### config.mk
export PLATFORM = sky130hd
export DESIGN_NAME = binary_search_engine_flat
export DESIGN_NICKNAME = d
export VERILOG_FILES = /design/src/rtl/binary_search_engine_if.sv /design/src/rtl/binary_search_engine.sv /design/src/flat_wrapper.sv
export SDC_FILE = /design/constraint.sdc
export NUM_CORES = 1
export LEC_CHECK = 0
export CAP_MARGIN = 20
export CORE_MARGIN = 1
export CORE_UTILIZATION = 52
export DETAILED_ROUTE_END_ITERATION = 10
export PLACE_DENSITY_LB_ADDON = 0.25
export SYNTH_ARGS = -nofsm -noshare
export SYNTH_HDL_FRONTEND = slang
export SYNTH_SLANG_ARGS = --single-unit
### constraint.sdc
create_clock -name clock -period 2.2 [get_ports clock]
set_input_delay 0.44 -clock clock [delete_from_list [all_inputs] [get_ports clock]]
set_output_delay 0.44 -clock clock [all_outputs]
set_load 0.005 [all_outputs]
### src/rtl/binary_search_engine_if.sv
// Bus bundle for binary_search_engine: search request/result handshake,
// the synchronous memory read port, and the FSM state for observation.
//
// Handshake: a request is accepted on a rising clock edge where start=1 while
// the engine is idle (busy=0, done=0); target/lo_in/hi_in are captured on that
// same edge and may change freely afterwards. start in any other cycle is
// ignored. done is a one-cycle pulse marking found/index/probes valid; those
// outputs then hold until the next accepted request.
interface binary_search_engine_if #(
    parameter int DATA_W = 8,
    parameter int ADDR_W = 5
);
    logic              start;
    logic [DATA_W-1:0] target;
    logic [ADDR_W-1:0] lo_in;
    logic [ADDR_W-1:0] hi_in;
    logic [ADDR_W-1:0] mem_addr;
    logic              mem_rd;
    logic [DATA_W-1:0] mem_q;
    logic              busy;
    logic              done;
    logic              found;
    logic [ADDR_W-1:0] index;
    logic [ADDR_W:0]   probes;
    logic [2:0]        fsm_state;

    // Engine side.
    modport slave (
        input  start, target, lo_in, hi_in, mem_q,
        output mem_addr, mem_rd, busy, done, found, index, probes, fsm_state
    );

    // Requester plus memory side.
    modport master (
        output start, target, lo_in, hi_in, mem_q,
        input  mem_addr, mem_rd, busy, done, found, index, probes, fsm_state
    );
endinterface

### src/rtl/binary_search_engine.sv
// Binary search over a sorted synchronous memory between caller-supplied
// bounds. One probe costs MEM_LAT+1 cycles (issue, wait, compare). The
// pointers carry one extra bit so L may step to 2**ADDR_W without wrapping;
// R never goes below zero because a "target is smaller" result at M==0 ends
// the search instead of computing M-1.
module binary_search_engine #(
    parameter int DATA_W     = 8,
    parameter int ADDR_W     = 5,
    parameter int MEM_LAT    = 1,
    parameter bit DESCENDING = 1'b0
) (
    input  logic                   clock,
    input  logic                   reset,
    binary_search_engine_if.slave  bus
);
    localparam int PTR_W = ADDR_W + 1;
    localparam int CNT_W = (MEM_LAT > 2) ? $clog2(MEM_LAT - 1) : 1;
    localparam logic [CNT_W-1:0] WAIT_LAST = CNT_W'((MEM_LAT > 1) ? (MEM_LAT - 2) : 0);
    localparam logic [PTR_W-1:0] PTR_ONE   = PTR_W'(1);

    typedef enum logic [2:0] {
        S_IDLE    = 3'd0,
        S_ISSUE   = 3'd1,
        S_WAIT    = 3'd2,
        S_COMPARE = 3'd3,
        S_DONE    = 3'd4
    } state_t;

    state_t            state;
    state_t            state_next;
    logic [DATA_W-1:0] target_q;
    logic [PTR_W-1:0]  l_q;
    logic [PTR_W-1:0]  r_q;
    logic [PTR_W-1:0]  m_q;
    logic [CNT_W-1:0]  cnt_q;
    logic              found_q;
    logic [ADDR_W-1:0] index_q;
    logic [PTR_W-1:0]  probes_q;

    logic [PTR_W:0]    sum;
    logic [PTR_W-1:0]  mid;
    logic              range_empty;
    logic              hit;
    logic              go_left;

    // Midpoint and compare results; sum has a spare bit so L+R never wraps.
    always_comb begin
        sum         = {1'b0, l_q} + {1'b0, r_q};
        mid         = PTR_W'(sum >> 1);
        range_empty = (l_q > r_q);
        hit         = (bus.mem_q == target_q);
        go_left     = DESCENDING ? (target_q > bus.mem_q) : (target_q < bus.mem_q);
    end

    // State register.
    always_ff @(posedge clock) begin
        if (reset) begin
            state <= S_IDLE;
        end else begin
            state <= state_next;
        end
    end

    // Next-state logic.
    always_comb begin
        state_next = state;
        case (state)
            S_IDLE: begin
                if (bus.start) begin
                    state_next = S_ISSUE;
                end
            end
            S_ISSUE: begin
                if (range_empty) begin
                    state_next = S_DONE;
                end else if (MEM_LAT == 1) begin
                    state_next = S_COMPARE;
                end else begin
                    state_next = S_WAIT;
                end
            end
            S_WAIT: begin
                if (cnt_q == WAIT_LAST) begin
                    state_next = S_COMPARE;
                end
            end
            S_COMPARE: begin
                if (hit) begin
                    state_next = S_DONE;
                end else if (go_left && (m_q == '0)) begin
                    state_next = S_DONE;
                end else begin
                    state_next = S_ISSUE;
                end
            end
            S_DONE: begin
                state_next = S_IDLE;
            end
            default: begin
                state_next = S_IDLE;
            end
        endcase
    end

    // Datapath: request capture, pointer narrowing and result registers.
    always_ff @(posedge clock) begin
        if (reset) begin
            target_q <= '0;
            l_q      <= '0;
            r_q      <= '0;
            m_q      <= '0;
            cnt_q    <= '0;
            found_q  <= 1'b0;
            index_q  <= '0;
            probes_q <= '0;
        end else begin
            case (state)
                S_IDLE: begin
                    if (bus.start) begin
                        target_q <= bus.target;
                        l_q      <= {1'b0, bus.lo_in};
                        r_q      <= {1'b0, bus.hi_in};
                        probes_q <= '0;
                        found_q  <= 1'b0;
                    end
                end
                S_ISSUE: begin
                    if (!range_empty) begin
                        m_q   <= mid;
                        cnt_q <= '0;
                    end
                end
                S_WAIT: begin
                    cnt_q <= cnt_q + CNT_W'(1);
                end
                S_COMPARE: begin
                    probes_q <= probes_q + PTR_ONE;
                    index_q  <= m_q[ADDR_W-1:0];
                    if (hit) begin
                        found_q <= 1'b1;
                    end else if (go_left) begin
                        if (m_q != '0) begin
                            r_q <= m_q - PTR_ONE;
                        end
                    end else begin
                        l_q <= m_q + PTR_ONE;
                    end
                end
                default: begin
                end
            endcase
        end
    end

    // Outputs decoded from state; the read address is live only while issuing.
    always_comb begin
        bus.mem_rd    = (state == S_ISSUE) && !range_empty;
        bus.mem_addr  = (state == S_ISSUE) ? mid[ADDR_W-1:0] : m_q[ADDR_W-1:0];
        bus.busy      = (state == S_ISSUE) || (state == S_WAIT) || (state == S_COMPARE);
        bus.done      = (state == S_DONE);
        bus.found     = found_q;
        bus.index     = index_q;
        bus.probes    = probes_q;
        bus.fsm_state = state;
    end
endmodule

### src/flat_wrapper.sv
// flat-port wrapper written by rule: the top's interface ports become plain ports
module binary_search_engine_flat 
#(
    parameter int DATA_W     = 8,
    parameter int ADDR_W     = 5,
    parameter int MEM_LAT    = 1,
    parameter bit DESCENDING = 1'b0
)
  (clock, reset, bus_start, bus_target, bus_lo_in, bus_hi_in, bus_mem_q, bus_mem_addr, bus_mem_rd, bus_busy, bus_done, bus_found, bus_index, bus_probes, bus_fsm_state);
  binary_search_engine_if #(.DATA_W(DATA_W), .ADDR_W(ADDR_W)) bus_i ();
  input  logic clock;
  input  logic reset;
  input wire logic [$bits(bus_i.start)-1:0] bus_start;
  input wire logic [$bits(bus_i.target)-1:0] bus_target;
  input wire logic [$bits(bus_i.lo_in)-1:0] bus_lo_in;
  input wire logic [$bits(bus_i.hi_in)-1:0] bus_hi_in;
  input wire logic [$bits(bus_i.mem_q)-1:0] bus_mem_q;
  output wire logic [$bits(bus_i.mem_addr)-1:0] bus_mem_addr;
  output wire logic [$bits(bus_i.mem_rd)-1:0] bus_mem_rd;
  output wire logic [$bits(bus_i.busy)-1:0] bus_busy;
  output wire logic [$bits(bus_i.done)-1:0] bus_done;
  output wire logic [$bits(bus_i.found)-1:0] bus_found;
  output wire logic [$bits(bus_i.index)-1:0] bus_index;
  output wire logic [$bits(bus_i.probes)-1:0] bus_probes;
  output wire logic [$bits(bus_i.fsm_state)-1:0] bus_fsm_state;
  assign bus_i.start = bus_start;
  assign bus_i.target = bus_target;
  assign bus_i.lo_in = bus_lo_in;
  assign bus_i.hi_in = bus_hi_in;
  assign bus_i.mem_q = bus_mem_q;
  assign bus_mem_addr = bus_i.mem_addr;
  assign bus_mem_rd = bus_i.mem_rd;
  assign bus_busy = bus_i.busy;
  assign bus_done = bus_i.done;
  assign bus_found = bus_i.found;
  assign bus_index = bus_i.index;
  assign bus_probes = bus_i.probes;
  assign bus_fsm_state = bus_i.fsm_state;
  binary_search_engine #(.DATA_W(DATA_W), .ADDR_W(ADDR_W), .MEM_LAT(MEM_LAT), .DESCENDING(DESCENDING)) u_core (.clock(clock), .reset(reset), .bus(bus_i));
endmodule
# Word level (Yosys, flattened, before mapping)
# Index checks and enable logic that the tools add are counted.
# Widths: inputs -> output; s select.
[word_totals]
word_cells = 71
out_inout_bits = 23
inputBits = 29
register_bits = 42
[op_classes]
n_lt_le_gt_ge = 2
n_reduce_logical = 18
n_eq_ne = 13
n_bitwise = 1
n_addsub = 5
n_mux = 23
[op_table]
columns = ["op", "count"]
rows = [
  ["$mux 6", 8],
  ["$pmux 6 s2", 3],
  ["$mux 3", 5],
  ["$add 6x1->6 const B", 2],
  ["$pmux 3 s4", 1],
  ["$ne 2x2->1 const B", 5],
  ["$reduce_and 2->1", 5],
  ["$eq 8x8->1", 1],
  ["$lt 8x8->1", 1],
  ["$add 6x6->7", 1],
  ["$eq 3x2->1 const B", 2],
  ["$gt 6x6->1", 1],
  ["$logic_not 6->1", 1],
  ["$ne 2x1->1 const B", 3],
  ["$reduce_bool 6->1", 1],
  ["$sub 6x1->6 const B", 1],
  ["$mux 5", 1],
  ["$reduce_and 5->1", 1],
  ["$pmux 1 s2", 2],
  ["$reduce_and 4->1", 1],
  ["$reduce_bool 2->1", 2],
  ["$eq 3x1->1 const B", 1],
  ["$eq 3x3->1 const B", 1],
  ["$logic_not 3->1", 1],
  ["7 further kinds", 11],
]

# Depth between registers and ports, before layout
[depth]
depth_word = 5
depth_mapped = 8
ltp_nobuf = 8

# Worst setup path after synthesis
# No wires, ideal clock.
[synth_timing]
path_kind = "register to output"
from = "register u_core.r_q[1]"
to = "output bus_mem_addr[4]"
t_arrival_ns = 1.554
n_path_buf = 0
required_ns = 1.760
path_stages_with_launch = 7
path_slack_ns = 0.206
path_cell_list = "dfxtp_1 -> inv_1 -> ha_1 -> nand2b_1 -> a221o_1 -> o311ai_1 -> o21ai_0"
[synth_between]
elab_chain_cells = 2
[synth_lines]
columns = ["element", "line", "source"]
rows = [
  ["start: declaration", "binary_search_engine.sv:33", "logic [PTR_W-1:0] r_q;"],
  ["start signal: assignment", "binary_search_engine.sv:122", "r_q <= {1'b0, bus.hi_in};"],
  ["start signal: assignment", "binary_search_engine.sv:143", "r_q <= m_q - PTR_ONE;"],
  ["$add 6x6->7", "binary_search_engine.sv:48", "sum = {1'b0, l_q} + {1'b0, r_q};"],
  ["$mux 5", "binary_search_engine.sv:158", "bus.mem_addr = (state == S_ISSUE) ? mid[ADDR_W-1:0] : m_q[ADDR_W-1:0];"],
  ["end: declaration", "flat_wrapper.sv:18", "output wire logic [$bits(bus_i.mem_addr)-1:0] bus_mem_addr;"],
]
# Every way passes these cells.

# Worst setup path in the final report
[layout_timing]
from = "register u_core.l_q[1]"
to = "output bus_mem_addr[4]"
[layout_between]
elab_chain_cells = 2
[layout_lines]
columns = ["element", "line", "source"]
rows = [
  ["start: declaration", "binary_search_engine.sv:32", "logic [PTR_W-1:0] l_q;"],
  ["start signal: assignment", "binary_search_engine.sv:121", "l_q <= {1'b0, bus.lo_in};"],
  ["start signal: assignment", "binary_search_engine.sv:146", "l_q <= m_q + PTR_ONE;"],
  ["$add 6x6->7", "binary_search_engine.sv:48", ""],
  ["$mux 5", "binary_search_engine.sv:158", ""],
]
# Every way passes these cells.

==> impl_metrics.prom <==
# TYPE chip_impl_metric gauge
chip_impl_metric{name="synth-edff-count",unit=""} 0
chip_impl_metric{name="drt_iter0_markers",unit=""} 204
chip_impl_metric{name="placed_cells_incl_taps",unit=""} 492
chip_impl_metric{name="place_congestion",unit=""} 0.960
chip_impl_metric{name="routed_wl",unit="um"} 8550
chip_impl_metric{name="synth_compound_area_share",unit="%"} 25.7
chip_impl_metric{name="core",unit="um^2"} 5070
chip_impl_metric{name="via_count",unit=""} 2981
chip_impl_metric{name="synth_simple_gate_area_share",unit="%"} 21.3
chip_impl_metric{name="yosysTopAreaCellShare",unit="%"} 30.8
chip_impl_metric{name="synth.cell_area",unit="um^2"} 2730
chip_impl_metric{name="clock_path_buffers",unit=""} 2
chip_impl_metric{name="place.port_buffers",unit=""} 51
chip_impl_metric{name="syn_area_per_cell",unit="um^2"} 8.03
chip_impl_metric{name="core.rowCount",unit=""} 26
chip_impl_metric{name="net_total_in_the_final_layout",unit=""} 497
chip_impl_metric{name="layout.filler_cells",unit=""} 352
chip_impl_metric{name="pin_count_of_the_biggest_net_entering_global_routing",unit=""} 41
chip_impl_metric{name="post_synthesis_instance_total",unit=""} 340
chip_impl_metric{name="post_cts_hold_buffer_count",unit=""} 0
chip_impl_metric{name="cts-htree-levels",unit=""} 2
chip_impl_metric{name="flow.area_growth_from_synthesis",unit="%"} 46.4
chip_impl_metric{name="avgRoutedWirePerCell",unit="um"} 16.6
chip_impl_metric{name="via_count_of_the_first_global_routing_pass",unit=""} 2641
chip_impl_metric{name="worstPathArrival",unit="ps"} 1920
chip_impl_metric{name="ios",unit=""} 52
chip_impl_metric{name="layout_min_cycle_time",unit="ps"} 2360
chip_impl_metric{name="n_antenna_cell",unit=""} 0
chip_impl_metric{name="synth-adder-area-share",unit="%"} 11.7
chip_impl_metric{name="hold_viol_final",unit=""} 0
chip_impl_metric{name="die_h",unit="um"} 74.5
chip_impl_metric{name="drt-pass1-iter-count",unit=""} 5
chip_impl_metric{name="post-dp-hpwl",unit="um"} 5580
chip_impl_metric{name="yosys_warnings",unit=""} 0
chip_impl_metric{name="maxCapViolations",unit=""} 0
chip_impl_metric{name="drc",unit=""} 0
chip_impl_info{name="synth_top_family_by_area",value="compound AO/OA/AOI/OAI gates"} 1
chip_impl_info{name="synth_flop_cell",value="sky130_fd_sc_hd__dfxtp_1"} 1
chip_impl_metric{name="max_slew.worst_pin.slew",unit="ps"} 598
chip_impl_metric{name="grt.total_usage",unit="%"} 29.4
chip_impl_metric{name="cellLeakagePower",unit="nW"} 1.62
chip_impl_metric{name="cts_made_buffers",unit=""} 5
chip_impl_info{name="post_synth_main_area_contributors",value="sky130_fd_sc_hd__dfxtp_1 (31%), sky130_fd_sc_hd__ha_1 (11%), sky130_fd_sc_hd__a21oi_1 (9.0%), sky130_fd_sc_hd__nand2_1 (6.5%), sky130_fd_sc_hd__inv_1 (3.3%)"} 1
chip_impl_metric{name="finalCritPeriodShare",unit="%"} 107
chip_impl_metric{name="global_route_wire_length_before_repair",unit="um"} 12200
chip_impl_info{name="end_kind",value="primary output"} 1
chip_impl_info{name="synth_largest_area_cell",value="sky130_fd_sc_hd__dfxtp_1"} 1
chip_impl_metric{name="fmaxAchievable",unit="MHz"} 424
chip_impl_metric{name="post_route_cells_drive_above_1_share",unit="%"} 29.1
chip_impl_metric{name="clk-insertion-delay-late",unit="ps"} 300
chip_impl_info{name="critPathLaunchType",value="flop"} 1
chip_impl_metric{name="path_max_fanout",unit=""} 3
chip_impl_metric{name="clock-skew-final",unit="ps"} 5.12
chip_impl_metric{name="post_synth_xor_area_fraction",unit="%"} 3.85
chip_impl_info{name="ys_top_cells_by_count",value="sky130_fd_sc_hd__a21oi_1 (49), sky130_fd_sc_hd__nand2_1 (47), sky130_fd_sc_hd__dfxtp_1 (42)"} 1
chip_impl_metric{name="die_width",unit="um"} 74.5
chip_impl_metric{name="ys_async_sr_fraction",unit="%"} 0
chip_impl_metric{name="synth_seq_area_share",unit="%"} 30.8
chip_impl_metric{name="route.detailed.vias_per_inst",unit=""} 5.80
chip_impl_metric{name="slew_headroom",unit="%"} 59.9
chip_impl_info{name="failed_checks",value="negative setup slack"} 1
chip_impl_metric{name="floorplan.initialDensity",unit="%"} 53.8
chip_impl_metric{name="peakVddDrop",unit="mV"} 0.623
chip_impl_metric{name="die_area",unit="um^2"} 5540
chip_impl_metric{name="ys_seq_elements",unit=""} 42
chip_impl_metric{name="place_worst_setup_slack",unit="ps"} -387
chip_impl_info{name="yosysMostFrequentCell",value="sky130_fd_sc_hd__a21oi_1"} 1
chip_impl_info{name="rsz0062_at_grt",value="yes"} 1
chip_impl_info{name="run_status",value="complete, but fails checks"} 1
chip_impl_metric{name="p_per_area",unit="nW/um^2"} 1110
chip_impl_metric{name="setup_viol",unit=""} 8
chip_impl_metric{name="antenna_found_initial",unit=""} 0
chip_impl_metric{name="final_critical_path_setup_slack",unit="ps"} -159
chip_impl_metric{name="worst-endpoint-required",unit="ps"} 1760
chip_impl_info{name="criticalPathCategory",value="reg -> out"} 1
chip_impl_info{name="worst_hold_path_type",value="reg -> reg"} 1
chip_impl_metric{name="drt_antenna_net_count",unit=""} 0
chip_impl_metric{name="path_clk_slew",unit="ps"} 80
chip_impl_metric{name="grt_overflow_total",unit=""} 0
chip_impl_info{name="cts_tree",value="yes"} 1
chip_impl_metric{name="synth.lib_cells_used.distinct",unit=""} 56
chip_impl_metric{name="final_cell_count_without_fillers",unit=""} 514
chip_impl_metric{name="clkSinkCount",unit=""} 42
chip_impl_metric{name="synthMuxAreaShare",unit="%"} 0
chip_impl_metric{name="drv_slew",unit=""} 0
chip_impl_info{name="cts_root_buf",value="sky130_fd_sc_hd__clkbuf_8"} 1
chip_impl_metric{name="syn-num-nets",unit=""} 394
layout make-up:
cell class | count | area (um^2) | share of cell area, %
Tap cell | 70 | 87.6 | 2.19
Multi-Input combinational cell | 255 | 1900 | 47.5
Sequential cell | 42 | 855 | 21.4
Clock buffer | 7 | 86.3 | 2.16
Clock inverter | 1 | 5.00 | 0.125
Inverter | 24 | 90.1 | 2.25
Timing Repair Buffer | 115 | 975 | 24.4
stage by stage:
step           power [mW]  TNS, ps  hold slack (ps)  utilization, %  area (um^2)
2_1_floorplan        2.40        0              436               -         2730
3_3_place_gp         3.36    -3190              444            71.2         3610
3_5_place_dp         3.42    -4140              449            71.2         3610
4_1_cts              4.20     -555              460            76.6         3890
5_1_grt              4.69    -1610              485            78.8         4000
6_report             4.44     -503              455            78.8         4000
cells by family (layout without fill, tap and decap cells):
| group | count (synthesis) | after routing |
|---|---|---|
| flip-flops | 42 | 42 |
| AND/OR/NAND/NOR | 111 | 111 |
| AO/OA/AOI/OAI | 107 | 107 |
| adder cells (fa/ha/maj) | 25 | 25 |
| buffers and inverters | 43 | 147 |
| XOR/XNOR | 12 | 12 |
metal layers:
metal | share of wire (%) | track usage [%] | vias to the layer above
li1 | - | - | 1412
met1 | 41 | 34.4 | 1406
met2 | 50 | 53.3 | 138
met3 | 6.1 | 5.69 | 25
met4 | 3.1 | 10.3 | 0
met5 | 0 | 0 | -
report_power, final:
part / internal [mW] / leakage [nW] / switching (mW)
combinational: 1.42 / 1.23 / 1.41
sequential: 0.924 / 0.347 / 0.161
clock: 0.253 / 0.0482 / 0.267
total: 2.60 / 1.62 / 1.84
cells in the final DEF, fill, tap and decap left out, drive strengths merged, types with 3 or more instances in the layout:
cell / count
nand4: 10
o21ai: 17
dfxtp: 42
buf: 68
nor2: 20
ha: 24
nand2: 47
nand2b: 3
a21oi: 50
nor3: 4
xor2: 3
inv: 24
nand3: 6
clkbuf: 7
o31ai: 6
a211oi: 11
o211ai: 3
nor4: 3
o2111ai: 3
xnor2: 9
nor3b: 3
clkdlybuf4s50: 44
critical path, stage by stage, from the launching register on:
cell                       delay (ps)
sky130_fd_sc_hd__dfxtp_2          380
sky130_fd_sc_hd__buf_4            130
sky130_fd_sc_hd__ha_1             150
sky130_fd_sc_hd__nor2_1            50
sky130_fd_sc_hd__a221o_1          360
sky130_fd_sc_hd__o311ai_2         280
sky130_fd_sc_hd__o21ai_1          120
sky130_fd_sc_hd__buf_2            160
sequential cells by signal, indices dropped and copies added, names as in the netlist:
| name | cells |
|---|---|
| u_core.bus.found | 1 |
| u_core.bus.fsm_state | 3 |
| u_core.bus.index | 5 |
| u_core.bus.probes | 6 |
| u_core.cnt_q | 1 |
| u_core.l_q | 6 |
| u_core.m_q | 6 |
| u_core.r_q | 6 |
| u_core.target_q | 8 |
path summary, 6_finish.rpt:
| check | startpoint | endpoint | slack, ps | depth (start not counted) |
|---|---|---|---|---|
| hold / removal | u_core.bus.index[4]$_SDFFE_PP0P_ | u_core.bus.index[4]$_SDFFE_PP0P_ | 460 | 2 |
| setup / recovery | u_core.l_q[1]$_SDFFE_PP0P_ | bus_mem_addr[4] | -160 | 7 |
| setup reg to reg | u_core.r_q[2]$_SDFFE_PP0P_ | u_core.m_q[3]$_SDFFE_PP0P_ | 180 | 10 |
| hold reg to reg | u_core.bus.index[4]$_SDFFE_PP0P_ | u_core.bus.index[4]$_SDFFE_PP0P_ | 460 | 2 |
timing repair:
item                       in CTS  in global routing
setup endpoints to repair       6                 18
cloned                          0                  0
pin swaps                      17                 19
gates resized for setup        51                 17
buffers inserted               10                  5
No activity file was read; power rests on OpenSTA's default activity.
==> variant 1: new RTL, same settings <==
`DESCENDING` is set to 1'b0 in 2 places; all go to 1'b1.
--- a/src/rtl/binary_search_engine.sv
+++ b/src/rtl/binary_search_engine.sv
@@ -8,5 +8,5 @@
     parameter int ADDR_W     = 5,
     parameter int MEM_LAT    = 1,
-    parameter bit DESCENDING = 1'b0
+    parameter bit DESCENDING = 1'b1
 ) (
     input  logic                   clock,
--- a/src/flat_wrapper.sv
+++ b/src/flat_wrapper.sv
@@ -5,5 +5,5 @@
     parameter int ADDR_W     = 5,
     parameter int MEM_LAT    = 1,
-    parameter bit DESCENDING = 1'b0
+    parameter bit DESCENDING = 1'b1
 )
   (clock, reset, bus_start, bus_target, bus_lo_in, bus_hi_in, bus_mem_q, bus_mem_addr, bus_mem_rd, bus_busy, bus_done, bus_found, bus_index, bus_probes, bus_fsm_state);
Behaviour: not the same (Yosys sat finds a counterexample within 4 cycles, from zero or initial values and one cycle with reset high).
==> variant 1 against the unedited design <==
  * The flow still finishes with violations (setup timing)
  * Combinational power rose by 23%
  * Total power grew 21%
  * Maximum frequency shrank 4.9%
  * Setup slack worse by 120 ps
  * Clock power up 46%
  * Design area rose by 1.5%
  * Clock skew increased by 2.8 ps
  * Global-route usage grew 3.3 points
  * Sequential cell count stayed put
  * Worst hold slack better by 9.7 ps
  * Area after synthesis is 3.8% lower
  * Die area decreased by 3.7%
  * Wire length rose by 15%
  * Largest cell class unchanged
==> variant 1: results (changes against the unedited design) <==
| Metric | Value |
|---|---|
| Outcome | `complete, but fails checks (unchanged)` |
| Failing checks | `setup timing (unchanged)` |
| WL met1 | `3800 µm (was 3500 µm)` |
| Max-Slew Margin vs Limit | `53.3% (was 59.9%)` |
| Area share of fa/ha/maj cells after synthesis | `11.7% (about the same)` |
| First drt pass iteration count | `6 (was 5)` |
| Vias in the first global route | `2,776 (was 2,641)` |
| Setup WS pre-CTS | `-393 ps (was -387 ps)` |
| Sequential area share after synthesis | `32.0% (was 30.8%)` |
| Total track usage | `32.7% (was 29.4%)` |
| Hold path start | `u_core.bus.index[3] (was u_core.bus.index[4])` |
| Compound-cell area share of the yosys netlist | `19.6% (was 25.7%)` |
| Synthesized area per cell | `7.91 µm² (was 8.03 µm²)` |
| Finish-stage setup viols | `14 (was 8)` |
| Synth area leaders | `dfxtp_1 32%, ha_1 11%, nand2_1 7.9%, a21oi_1 6.5%, nor2_1 4.1% (was dfxtp_1 31%, ha_1 11%, a21oi_1 9.0%, nand2_1 6.5%, inv_1 3.3%)` |
| Cell variety after synth | `49 (was 56)` |
| Final Wtd Congestion | `0.884 (was 0.960)` |
| DR vias/cell | `5.99 (was 5.80)` |
| DP Area | `3520 µm² (was 3610 µm²)` |
| Placed Cells | `482 (was 492)` |
| Most instantiated cells after synthesis | `55 x nand2_1, 42 x dfxtp_1, 34 x a21oi_1 (was 49 x a21oi_1, 47 x nand2_1, 42 x dfxtp_1)` |
| Iter 0 DRT Violations | `276 (was 204)` |
| Grt met1 use | `40.1% (was 34.4%)` |
| Post-Synth XOR/XNOR Area | `3.33% (was 3.85%)` |
| Vias | `2,995 (was 2,981)` |
| Leakage | `1.75 nW (was 1.62 nW)` |
| Critical Path AT | `2040 ps (was 1920 ps)` |
| RR Endpoint | `u_core.m_q[2] (was u_core.m_q[3])` |
| CP startpoint | `u_core.r_q[1] (was u_core.l_q[1])` |
| Peak VDD IR | `649 µV (was 623 µV)` |
| Setup_tns | `-1140 ps (was -503 ps)` |
| Fin worst setup slack | `-281 ps (was -159 ps)` |
| # fillers | `263 (was 352)` |
| GR Util met2 | `54.0% (was 53.3%)` |
-- variant 1: cell types whose count changed after synthesis, sizes merged, moves of 6 or more --
cell and change:
mux2i +9, nand2 +8, a21oi -16, nor2 +10
nand4 -6
-- variant 1: how the worst max path moves through the flow --
stage / slack [ps] / endpoint / depth (start not counted)
after floorplan: 70 / bus_mem_rd / 7
after global placement: -320 / u_core.l_q[0] / 8
after detailed placement: -390 / u_core.l_q[1] / 8
after CTS: -190 / bus_mem_addr[3] / 8
after global routing: -290 / bus_mem_addr[4] / 8
final: -280 / bus_mem_addr[4] / 8
-- variant 1: kinds of logic (layout without fill, tap and decap cells) --
group / Yosys count / count (layout)
AND/OR/NAND/NOR: 126 / 126
AO/OA/AOI/OAI: 77 / 77
adder cells (fa/ha/maj): 24 / 24
XOR/XNOR: 10 / 10
multiplexers: 12 / 12
buffers and inverters: 41 / 142
flip-flops: 42 / 42
-- variant 1: cell type report --
cell class              instances  area share [%]
clock inverters                 3            1.70
repair buffers                111            23.9
flip-flops and latches         42            21.1
clock buffers                   5            1.70
multi-input cells             249            47.5
well taps                      67            2.07
inverters                      23            2.13
-- variant 1: timing repair --
action | 4_1_cts | 5_1_grt
pin swaps | 16 | 31
cloned | 0 | 0
setup buffers | 7 | 4
gates resized for setup | 43 | 56
endpoints found under the setup margin | 14 | 25
-- variant 1: critical path, cell delays in order, from the launching register on --
cell	delay (ps)
dfxtp_2	370
inv_2	70
ha_4	280
nand2b_4	130
a21oi_4	60
o211a_1	200
a211o_1	310
o21ai_2	160
buf_2	130
-- variant 1: power breakdown --
part	total, mW	internal, mW	switching (mW)
Combinational	3.50	1.71	1.79
Sequential	1.10	0.945	0.160
Clock	0.759	0.455	0.304
==> variant 2: new RTL, same flow settings <==
Made on the original files. Make the reset (`reset`) asynchronous in 2 clocked blocks.
--- a/src/rtl/binary_search_engine.sv
+++ b/src/rtl/binary_search_engine.sv
@@ -54,5 +54,5 @@
 
     // State register.
-    always_ff @(posedge clock) begin
+    always_ff @(posedge clock or posedge reset) begin
         if (reset) begin
             state <= S_IDLE;
@@ -104,5 +104,5 @@
 
     // Datapath: request capture, pointer narrowing and result registers.
-    always_ff @(posedge clock) begin
+    always_ff @(posedge clock or posedge reset) begin
         if (reset) begin
             target_q <= '0;
Behaviour: differs if reset is asserted again (counterexample within 4 cycles, from zero or initial values and one cycle with reset high); with reset held inactive, the same outputs for 4 cycles.
==> variant 2 against the unedited design <==
  * The flow still finishes with violations (setup timing)
  * Non-clock buffer count increased by 7
  * Total power increased by 61%
  * Cell count decreased by 5.4%
  * Synthesized cell count decreased by 11%
  * Wire length increased by 12%
  * Utilization increased by 5.8 points
  * Sequential cell count unchanged
  * Design area increased by 3.2%
  * Critical path depth increased by 1
  * First-iteration DRC count increased by 40%
  * Setup slack got worse by 300 ps
  * Area after synthesis decreased by 0.82%
  * Critical endpoint is now bus_mem_addr[3]
  * Critical path type unchanged
==> variant 2: results (changes against the unedited design) <==
| Metric | Value |
|---|---|
| Clock Skews | `13.3 ps (was 5.12 ps)` |
| Cells after synthesis | `301 (was 340)` |
| CP peak stage delay | `400 ps (was 380 ps)` |
| HPWL Detailed | `5130 µm (was 5580 µm)` |
| Iter 0 DRT Violations | `285 (was 204)` |
| Vias | `2,957 (was 2,981)` |
| Pin count of the biggest net entering global routing | `43 (was 41)` |
| Final net count | `472 (was 497)` |
| Compound-cell area share of the yosys netlist | `15.2% (was 25.7%)` |
| Post-Synth XOR/XNOR Area | `3.88% (was 3.85%)` |
| Asr flop ratio synth | `100% (was 0%)` |
| Family with the most delay on the worst path | `adder cells (was compound AO/OA/AOI/OAI gates)` |
| RR Endpoint | `u_core.m_q[3] (unchanged)` |
| Placed Cells | `459 (was 492)` |
| First drt pass iteration count | `5 (unchanged)` |
| Sequential area share after synthesis | `38.8% (was 30.8%)` |
| Reg2reg start | `u_core.r_q[5] (was u_core.r_q[2])` |
| First-pass GRT wire length | `13,500 µm (was 12,200 µm)` |
| Ys flop type | `dfrtp_1 (was dfxtp_1)` |
| Slowest CP cell | `fa_2 (was dfxtp_2)` |
| CP startpoint | `u_core.r_q[1] (was u_core.l_q[1])` |
| Total track usage | `33.1% (was 29.4%)` |
| Fin worst setup slack | `-461 ps (was -159 ps)` |
| Post-CTS Resized | `56 (was 51)` |
| Worst-case reg-to-reg path depth | `8 (was 10)` |
| Mux contribution to synthesized area | `5.87% (was 0%)` |
| Final Wtd Congestion | `0.925 (was 0.960)` |
| Synth area leaders | `dfrtp_1 39%, ha_1 11%, nand2_1 6.5%, a21oi_1 4.3%, nor2_1 3.6% (was dfxtp_1 31%, ha_1 11%, a21oi_1 9.0%, nand2_1 6.5%, inv_1 3.3%)` |
| Area share of fa/ha/maj cells after synthesis | `11.8% (was 11.7%)` |
| Post-route design area | `4130 µm² (was 4000 µm²)` |
| Cell variety after synth | `50 (was 56)` |
| Worst setup endpoint | `bus_mem_addr[3] (was bus_mem_addr[4])` |
| Reg2reg setup slack | `0 ps (was 180 ps)` |
| Finish-stage setup viols | `6 (was 8)` |
| Share of cells above drive strength 1 | `32.0% (was 29.1%)` |
| Setup WS pre-CTS | `-469 ps (was -387 ps)` |
| Post-CTS setup buffers | `18 (was 10)` |
| Critical Path AT | `2220 ps (was 1920 ps)` |
| Vias in the first global route | `2,792 (was 2,641)` |
| Hold path start | `u_core.bus.probes[5] (was u_core.bus.index[4])` |
| DP Area | `3640 µm² (was 3610 µm²)` |
| Most instantiated cells after synthesis | `47 x nand2_1, 42 x dfrtp_1, 26 x nor2_1 (was 49 x a21oi_1, 47 x nand2_1, 42 x dfxtp_1)` |
| DR vias/cell | `6.08 (was 5.80)` |
| Hold crit path type | `flop to flop (unchanged)` |
| Max-Slew Margin vs Limit | `61.4% (was 59.9%)` |
| Final wirelength | `9580 µm (was 8550 µm)` |
| Post-Syn Nets | `355 (was 394)` |
| # fillers | `255 (was 352)` |
| Outcome | `complete, but fails checks (unchanged)` |
| Leakage | `1.98 nW (was 1.62 nW)` |
| Peak VDD IR | `981 µV (was 623 µV)` |
| Failing checks | `setup timing (unchanged)` |
[variant 2: cell count changes after synthesis, sizes merged, moves of 8 or more]
cell    delta
a211oi     -8
a21oi     -26
buf        -8
dfrtp     +42
dfxtp     -42
mux2i      +8
[variant 2: per-layer routing]
layer	GRT usage (%)	share of wire (%)	wire (µm)
met5	0	0	0
met4	15.2	4.0	385
met3	6.64	8.9	850
met2	54.1	49	4650
met1	42.2	39	3690
[variant 2: where the power goes]
part	switching (mW)	leakage, nW	internal, mW
Sequential	0.332	0.521	1.12
Clock	0.293	0.0482	0.254
Combinational	2.57	1.41	2.57
Total	3.20	1.98	3.94
[variant 2: how the worst min path moves through the flow]
| stage | cells after the start | to | slack [ps] |
|---|---|---|---|
| 6_report | 1 | u_core.bus.probes[5] | 490 |
| 3_5_place_dp | 2 | u_core.bus.index[2] | 460 |
| 5_1_grt | 1 | u_core.bus.probes[5] | 520 |
| 4_1_cts | 2 | u_core.bus.index[2] | 490 |
| 2_1_floorplan | 2 | u_core.target_q[1] | 450 |
| 3_3_place_gp | 2 | u_core.bus.index[2] | 460 |
[variant 2: area by class of cell]
cell class / count / share of cell area [%]
Multi-Input combinational cell: 222 / 42.8
Sequential cell: 42 / 25.5
Timing Repair Buffer: 122 / 25.3
Inverter: 25 / 2.27
Clock buffer: 7 / 2.09
Tap cell: 67 / 2.03
Clock inverter: 1 / 0.121
[variant 2: cell families after synthesis]
group	after synthesis
simple gates	105
compound gates	65
flops	42
buf+inv	37
fa+ha+maj	25
mux	15
xor+xnor	12
[variant 2: metrics by stage]
stage / hold WS, ps / setup TNS [ps]
2_1_floorplan: 450 / 0
3_3_place_gp: 464 / -4950
3_5_place_dp: 462 / -6370
4_1_cts: 491 / -1220
5_1_grt: 523 / -1890
6_report: 491 / -1380
